===== src/rtl/e10_phy_reconfig_master_if.sv =====
// e10_phy_reconfig_master_if: command/response channel plus Avalon-MM reconfig bus.
interface e10_phy_reconfig_master_if;
  logic        cmd_valid;
  logic        cmd_ready;
  logic [1:0]  cmd_op;
  logic [9:0]  cmd_addr;
  logic [31:0] cmd_wdata;
  logic [31:0] cmd_mask;
  logic        rsp_valid;
  logic        rsp_ready;
  logic [31:0] rsp_rdata;
  logic        rsp_err;
  logic        busy;
  logic        reconfig_read;
  logic        reconfig_write;
  logic [9:0]  reconfig_address;
  logic [31:0] reconfig_writedata;
  logic [31:0] reconfig_readdata;
  logic        reconfig_waitrequest;
  modport master (
    input  cmd_valid, cmd_op, cmd_addr, cmd_wdata, cmd_mask, rsp_ready,
           reconfig_readdata, reconfig_waitrequest,
    output cmd_ready, rsp_valid, rsp_rdata, rsp_err, busy,
           reconfig_read, reconfig_write, reconfig_address, reconfig_writedata
  );
  modport slave (
    output cmd_valid, cmd_op, cmd_addr, cmd_wdata, cmd_mask, rsp_ready,
           reconfig_readdata, reconfig_waitrequest,
    input  cmd_ready, rsp_valid, rsp_rdata, rsp_err, busy,
           reconfig_read, reconfig_write, reconfig_address, reconfig_writedata
  );
endinterface


===== src/rtl/e10_phy_reconfig_master.sv =====
// e10_phy_reconfig_master: read/write/RMW master for the PHY reconfig Avalon-MM slave.
module e10_phy_reconfig_master #(parameter int TIMEOUT_CYCLES = 1024) (
  input logic reconfig_clk,
  input logic reconfig_reset_n,
  e10_phy_reconfig_master_if.master bus
);
  typedef enum logic [1:0] {IDLE, RD, WR, RSP} state_t;
  state_t      state_q, state_d;
  logic        rmw_q, rmw_d;
  logic [9:0]  addr_q, addr_d;
  logic [31:0] wdata_q, wdata_d;
  logic [31:0] mask_q, mask_d;
  logic [31:0] wr_q, wr_d;
  logic [31:0] rdata_q, rdata_d;
  logic        err_q, err_d;
  logic        done, stall_to;
`ifdef E10_RECONFIG_TIMEOUT_EN
  localparam int CW = $clog2(TIMEOUT_CYCLES + 1);
  logic [CW-1:0] cnt_q, cnt_d;
  assign stall_to = bus.reconfig_waitrequest && cnt_q == CW'(TIMEOUT_CYCLES - 1);
  always_comb cnt_d = state_d != state_q ? '0 :
                      (bus.reconfig_waitrequest && (state_q == RD || state_q == WR)) ? cnt_q + CW'(1) : cnt_q;
  always_ff @(posedge reconfig_clk)
    if (!reconfig_reset_n) cnt_q <= '0;
    else cnt_q <= cnt_d;
`else
  assign stall_to = 1'b0;
`endif
  assign done = !bus.reconfig_waitrequest || stall_to;
  always_comb begin
    state_d = state_q;
    rmw_d   = rmw_q;
    addr_d  = addr_q;
    wdata_d = wdata_q;
    mask_d  = mask_q;
    wr_d    = wr_q;
    rdata_d = rdata_q;
    err_d   = err_q;
    if (state_q == IDLE && bus.cmd_valid) begin
      rmw_d   = bus.cmd_op == 2'b10;
      addr_d  = bus.cmd_addr;
      wdata_d = bus.cmd_wdata;
      mask_d  = bus.cmd_mask;
      wr_d    = bus.cmd_wdata;
      rdata_d = '0;
      err_d   = bus.cmd_op == 2'b11;
      state_d = bus.cmd_op == 2'b11 ? RSP : bus.cmd_op == 2'b01 ? WR : RD;
    end else if (state_q == RD && done) begin
      rdata_d = stall_to ? '0 : bus.reconfig_readdata;
      err_d   = stall_to;
      wr_d    = stall_to ? wr_q : (bus.reconfig_readdata & ~mask_q) | (wdata_q & mask_q);
      state_d = (rmw_q && !stall_to) ? WR : RSP;
    end else if (state_q == WR && done) begin
      rdata_d = stall_to ? '0 : rdata_q;
      err_d   = stall_to;
      state_d = RSP;
    end else if (state_q == RSP && bus.rsp_ready) begin
      state_d = IDLE;
    end
  end
  always_ff @(posedge reconfig_clk) begin
    if (!reconfig_reset_n) begin
      state_q <= IDLE;
      rmw_q   <= 1'b0;
      addr_q  <= '0;
      wdata_q <= '0;
      mask_q  <= '0;
      wr_q    <= '0;
      rdata_q <= '0;
      err_q   <= 1'b0;
    end else begin
      state_q <= state_d;
      rmw_q   <= rmw_d;
      addr_q  <= addr_d;
      wdata_q <= wdata_d;
      mask_q  <= mask_d;
      wr_q    <= wr_d;
      rdata_q <= rdata_d;
      err_q   <= err_d;
    end
  end
  assign bus.cmd_ready          = state_q == IDLE && reconfig_reset_n;
  assign bus.busy               = state_q != IDLE;
  assign bus.rsp_valid          = state_q == RSP;
  assign bus.rsp_rdata          = rdata_q;
  assign bus.rsp_err            = err_q;
  assign bus.reconfig_read      = state_q == RD;
  assign bus.reconfig_write     = state_q == WR;
  assign bus.reconfig_address   = addr_q;
  assign bus.reconfig_writedata = wr_q;
endmodule


===== src/flat_wrapper.sv =====
// flat-port wrapper written by rule: the top's interface ports become plain ports
module e10_phy_reconfig_master_flat 
#(parameter int TIMEOUT_CYCLES = 1024)
  (reconfig_clk, reconfig_reset_n, bus_cmd_valid, bus_cmd_op, bus_cmd_addr, bus_cmd_wdata, bus_cmd_mask, bus_rsp_ready, bus_reconfig_readdata, bus_reconfig_waitrequest, bus_cmd_ready, bus_rsp_valid, bus_rsp_rdata, bus_rsp_err, bus_busy, bus_reconfig_read, bus_reconfig_write, bus_reconfig_address, bus_reconfig_writedata);
  e10_phy_reconfig_master_if bus_i ();
  input logic reconfig_clk;
  input logic reconfig_reset_n;
  input wire logic [$bits(bus_i.cmd_valid)-1:0] bus_cmd_valid;
  input wire logic [$bits(bus_i.cmd_op)-1:0] bus_cmd_op;
  input wire logic [$bits(bus_i.cmd_addr)-1:0] bus_cmd_addr;
  input wire logic [$bits(bus_i.cmd_wdata)-1:0] bus_cmd_wdata;
  input wire logic [$bits(bus_i.cmd_mask)-1:0] bus_cmd_mask;
  input wire logic [$bits(bus_i.rsp_ready)-1:0] bus_rsp_ready;
  input wire logic [$bits(bus_i.reconfig_readdata)-1:0] bus_reconfig_readdata;
  input wire logic [$bits(bus_i.reconfig_waitrequest)-1:0] bus_reconfig_waitrequest;
  output wire logic [$bits(bus_i.cmd_ready)-1:0] bus_cmd_ready;
  output wire logic [$bits(bus_i.rsp_valid)-1:0] bus_rsp_valid;
  output wire logic [$bits(bus_i.rsp_rdata)-1:0] bus_rsp_rdata;
  output wire logic [$bits(bus_i.rsp_err)-1:0] bus_rsp_err;
  output wire logic [$bits(bus_i.busy)-1:0] bus_busy;
  output wire logic [$bits(bus_i.reconfig_read)-1:0] bus_reconfig_read;
  output wire logic [$bits(bus_i.reconfig_write)-1:0] bus_reconfig_write;
  output wire logic [$bits(bus_i.reconfig_address)-1:0] bus_reconfig_address;
  output wire logic [$bits(bus_i.reconfig_writedata)-1:0] bus_reconfig_writedata;
  assign bus_i.cmd_valid = bus_cmd_valid;
  assign bus_i.cmd_op = bus_cmd_op;
  assign bus_i.cmd_addr = bus_cmd_addr;
  assign bus_i.cmd_wdata = bus_cmd_wdata;
  assign bus_i.cmd_mask = bus_cmd_mask;
  assign bus_i.rsp_ready = bus_rsp_ready;
  assign bus_i.reconfig_readdata = bus_reconfig_readdata;
  assign bus_i.reconfig_waitrequest = bus_reconfig_waitrequest;
  assign bus_cmd_ready = bus_i.cmd_ready;
  assign bus_rsp_valid = bus_i.rsp_valid;
  assign bus_rsp_rdata = bus_i.rsp_rdata;
  assign bus_rsp_err = bus_i.rsp_err;
  assign bus_busy = bus_i.busy;
  assign bus_reconfig_read = bus_i.reconfig_read;
  assign bus_reconfig_write = bus_i.reconfig_write;
  assign bus_reconfig_address = bus_i.reconfig_address;
  assign bus_reconfig_writedata = bus_i.reconfig_writedata;
  e10_phy_reconfig_master #(.TIMEOUT_CYCLES(TIMEOUT_CYCLES)) u_core (.reconfig_clk(reconfig_clk), .reconfig_reset_n(reconfig_reset_n), .bus(bus_i));
endmodule

===== config.mk =====
export PLATFORM = sky130hd
export DESIGN_NAME = e10_phy_reconfig_master_flat
export DESIGN_NICKNAME = d
export VERILOG_FILES = /design/src/rtl/e10_phy_reconfig_master_if.sv /design/src/rtl/e10_phy_reconfig_master.sv /design/src/flat_wrapper.sv
export SDC_FILE = /design/constraint.sdc
export NUM_CORES = 1
export LEC_CHECK = 0
export BUFFER_PORTS_ARGS = -buffer_cell sky130_fd_sc_hd__clkbuf_2
export CAP_MARGIN = 20
export CORE_UTILIZATION = 28
export CTS_CLUSTER_DIAMETER = 60
export DETAILED_ROUTE_END_ITERATION = 6
export PLACE_DENSITY_LB_ADDON = 0.08
export SYNTH_ARGS = -nofsm -noshare
export SYNTH_HDL_FRONTEND = slang
export SYNTH_SLANG_ARGS = --single-unit

===== constraint.sdc =====
create_clock -name reconfig_clk -period 2.55 [get_ports reconfig_clk]
set_input_delay 0.1275 -clock reconfig_clk [delete_from_list [all_inputs] [get_ports reconfig_clk]]
set_output_delay 0.1275 -clock reconfig_clk [all_outputs]
set_load 0.005 [all_outputs]

# Word-level counts from Yosys, hierarchy flattened
# Cells that the tools add are included.
[op_classes] bitwise_logic=5 reduce_logical=12 n_mux=12 eq_ne=6
[op_table] cell="$and 32x32->32" n=2
[op_table] cell="$mux 32" n=2
[op_table] cell="$not 32->32" n=1
[op_table] cell="$or 32x32->32" n=1
[op_table] cell="$mux 2" n=6
[op_table] cell="$eq 2x2->1 const B" n=4
[op_table] cell="$logic_and 1x1->1" n=5
[op_table] cell="$eq 2x1->1 const B" n=2
[op_table] cell="$mux 1" n=4
[op_table] cell="$reduce_bool 2->1" n=2
[op_table] cell="$reduce_bool 4->1" n=1
[op_table] cell="$reduce_bool 3->1" n=1
[op_table] cell="$logic_not 2->1" n=1
[op_table] cell="$reduce_or 2->1" n=1
[op_table] cell="$logic_not 1->1" n=1
[op_table] cell="$not 1->1" n=1
[totals] output_inout_bits=80 regBits=142 in_bits=113 word_cells=43

# Longest topological paths before layout
[logic_depth] word_depth=6 depth_mapped=7 mapped_depth_nobuf=4

# Least setup slack after synthesis
# Ideal clock, no wire load.
[synth_timing] path_type="reg-to-reg" start="register u_core.state_q[1]" end="register u_core.rdata_q[11], in the netlist u_core.bus.rsp_rdata[11]" stages_incl_launch_ff=6 n_path_buf=2 arrival_ns=1.171 synth_period_minus_slack_ns=1.303 required_time_ns=2.418 setup_slack_ns=1.247 setup_time_ns=0.132 path_cell_list="dfxtp_1 > or3b_2 > clkbuf_1 > buf_2 > nand2_1 > a21oi_1"
[synth_via] elab_chain_len=3 word_cells_on_any_way=5 classes_between="eq/ne (1); reduce/logical (4)"
[synth_lines] item="start: declaration" line="e10_phy_reconfig_master.sv:8" rtl="state_t state_q, state_d;"
[synth_lines] item="start signal: assignment" line="e10_phy_reconfig_master.sv:72" rtl="state_q <= state_d;"
[synth_lines] item="$logic_not 2->1" line="e10_phy_reconfig_master.sv:39" rtl="if (state_q == IDLE && bus.cmd_valid) begin"
[synth_lines] item="$logic_and 1x1->1" line="e10_phy_reconfig_master.sv:39"
[synth_lines] item="$reduce_or 2->1 (no source line)"
[synth_lines] item="end signal: assignment" line="e10_phy_reconfig_master.sv:78" rtl="rdata_q <= rdata_d;"
[synth_lines] item="end: declaration" line="e10_phy_reconfig_master.sv:14" rtl="logic [31:0] rdata_q, rdata_d;"
# Several ways; a longest one is shown, not always the timed one.
# A chain may end at the register's enable or synchronous reset.

# Worst setup path after layout
[layout_timing] start="register u_core.state_q[1]" end="register u_core.err_q, in the netlist u_core.bus.rsp_err"
[layout_via] elab_chain_len=4 word_cells_on_any_way=9 classes_between="eq/ne (2); mux (2); reduce/logical (5)"
[layout_lines] item="$eq 2x1->1" line="e10_phy_reconfig_master.sv:48" rtl="end else if (state_q == RD && done) begin"
[layout_lines] item="$logic_and 1x1->1" line="e10_phy_reconfig_master.sv:48"
[layout_lines] item="$mux 1" line="e10_phy_reconfig_master.sv:48"
[layout_lines] item="$mux 1" line="e10_phy_reconfig_master.sv:39"
[layout_lines] item="end signal: assignment" line="e10_phy_reconfig_master.sv:79" rtl="err_q <= err_d;"
[layout_lines] item="end: declaration" line="e10_phy_reconfig_master.sv:15" rtl="logic err_q, err_d;"
# Several ways; a longest one is shown, not always the timed one.

==> flow_summary.ini <==
[status]
status = completed

[route]
viasPerCell = 4.54
num_vias = 5434
drtIter0Drc = 156
ant_nets = 0
wl_per_cell_um = 13.9
routed_wl_mm = 16.6
drcViolationCount = 0
drt_first_pass_iters = 4

[clocking]
root_buffer = clkbuf_16
cts_buffers = 17
clk_latency_ns = 0.41
path_clk_slew_ns = 0.06
htreeDepth = 4
cts_tree = done
post_cts_buffers = 0
clockBufferDepth = 2
cts.sinks = 142

[floorplan]
io_pins = 193
start_util = 0.287
die_y_um = 141
die_x_um = 141
die_area_sq_um = 19800
rows = 50
core-area_sq_um = 18800

[power]
power_density_nw_per_um2 = 769
share_comb_of_total_power = 0.183
p_int_mw = 4.61
power.switching_mw = 1.71
ir_worst_vdd_mv = 0.519
switching_share = 0.271
p_seq_frac = 0.407
leakage_nw = 3.42
power_frac_clock = 0.409
finalPower_mw = 6.32

[synth]
avgSynthCellArea_sq_um = 8.05
netlist_instances = 670
synth_warnings = 0
ys_types = 24
synth_area_sq_um = 5400
seq_area_frac_synth = 0.527
syn_nets = 783
synth-seq-cells = 142

[global_route]
antenna_found_initial = 0
grt_pass1_vias = 5293
grt_max_degree = 52
track_usage = 0.169
grt_pass1_wl_mm = 26.3
overflow = 0

[sta]
grt_setup_unrepaired = false
finalHoldViolations = 0
period_share = 0.838
slew_headroom = 0.447
drv_slew = 0
worst_pin_slew_ns = 0.829
period_needed_ns = 2.14
tns_ns = 0
final.setup_skew_ns = 0.00549
finalSetupViolCount = 0
max_freq_mhz = 468

[cells_and_area]
layout-drive-gt1-share = 0.280
num_antenna_cells = 0
fillCellCount = 1889
fin_nets = 1065
syn_to_final_growth_pct = 52.4

[worst_setup_path]
path_class = reg2reg
cp-start-kind = flop
cp.arrival_ns = 2.47
cp.required_ns = 2.89
endpoint_kind = flop
crit_fanout = 37

[min_path]
hp-class = in2reg

[placement]
port_buffers = 192
dp_hpwl_mm = 10.9
gp_congestion = 0.767

[job]
max-cap-violations = 0
==> cells in the final DEF (no fill, tap or decap), drive strengths merged <==
cell type	count
nand3b	2
o32ai	1
buf	10
a211o	1
a31oi	32
nor2	5
bufinv	4
nor2b	3
mux2	32
dlygate4sd3	109
a211oi	1
inv	1
nand3	1
nor4b	1
a21oi	112
clkbuf	212
nor3b	2
nand2	281
clkinv	8
or3b	1
dfxtp	142
o21ai	2
and2	1
==> cells in the mapped netlist, drive strengths merged <==
cell | count | area (sq um)
or3b | 1 | 8.76
and2 | 1 | 6.26
nand3 | 1 | 5.00
clkbuf | 18 | 67.6
nand2 | 281 | 1050
inv | 2 | 7.51
nor2 | 5 | 21.3
buf | 30 | 163
mux2 | 32 | 360
nor4b | 1 | 8.76
dfxtp | 142 | 2840
o32ai | 1 | 8.76
o21ai | 2 | 10.0
a31oi | 32 | 200
nand3b | 2 | 15.0
nor2b | 3 | 18.8
a211oi | 1 | 7.51
a21oi | 112 | 561
nor3b | 2 | 20.0
a211o | 1 | 8.76
==> power groups by stage <==
stage | clock (mW) | combinational [mW] | sequential (mW)
floorplan | 0 | 0.639 | 2.59
global placement | 0 | 1.02 | 2.61
detailed placement | 0 | 1.04 | 2.62
CTS | 2.66 | 1.18 | 2.57
global route | 2.76 | 1.29 | 2.60
finish | 2.59 | 1.16 | 2.57
==> final timing paths <==
path / depth (start not counted) / slack, ns / end / startpoint
worst max-delay path: 5 / 0.41 / u_core.bus.rsp_err / u_core.state_q[1]
worst min register to register: 2 / 0.45 / u_core.wdata_q[28] / u_core.wdata_q[28]
worst max register to register: 5 / 0.41 / u_core.bus.rsp_err / u_core.state_q[1]
worst min-delay path: 3 / 0.04 / u_core.rmw_q / bus_cmd_op[0]
==> metrics by stage <==
step	utilization	instance area [sq um]	setup WS [ns]	cells	hold WS, ns
global route	0.438	8220	0.239	1198	0.0358
detailed placement	0.347	6520	0.746	1058	0.359
floorplan	-	5400	1.25	670	0.263
finish	0.438	8220	0.414	1198	0.0410
CTS	0.438	8220	0.387	1198	0.0231
global placement	0.347	6520	0.824	1058	0.353
==> per-layer routing <==
layer,GRT usage,vias up,wire [um]
li1,-,2778,-
met1,0.214,2520,7900
met2,0.279,126,7830
met3,0.0486,10,768
met4,0.0469,0,130
met5,0,-,0
==> worst max-delay path: stages, from the launching register on <==
cell and delay (ns):
dfxtp_1 0.44, nor3b_2 0.37, buf_4 0.45, nand3_1 0.12, dlygate4sd3_1 0.57, a21oi_1 0.12
==> timing repair <==
action	CTS	global route
hold endpoints to repair	140	0
hold buffers	109	0
gates resized for setup	0	0
==> cell families after synthesis <==
kind of cell           count (synthesis)  share of synthesized area
and+or+nand+nor                      297                      0.215
AOI/OAI and AO/OA                    149                      0.147
DFF                                  142                      0.527
buffers and inverters                 50                     0.0441
muxes                                 32                     0.0668
==> area by class of cell <==
class / instances / area (sq um) / share of cell area
clock buffer: 20 / 447 / 0.0543
sequential: 142 / 2840 / 0.346
inverter: 2 / 8.76 / 0.00107
clock inverter: 11 / 166 / 0.0202
timing repair buffer: 311 / 2130 / 0.259
tap: 234 / 293 / 0.0356
multi-input combinational: 478 / 2340 / 0.284
==> registers in the layout, indices dropped and copies added (netlist names) <==
name / flops
u_core.bus.reconfig_writedata: 32
u_core.bus.rsp_rdata: 32
u_core.mask_q: 32
u_core.wdata_q: 32
u_core.bus.reconfig_address: 10
u_core.state_q: 2
u_core.bus.rsp_err: 1
u_core.rmw_q: 1
Power figures use the tool's default switching activity.
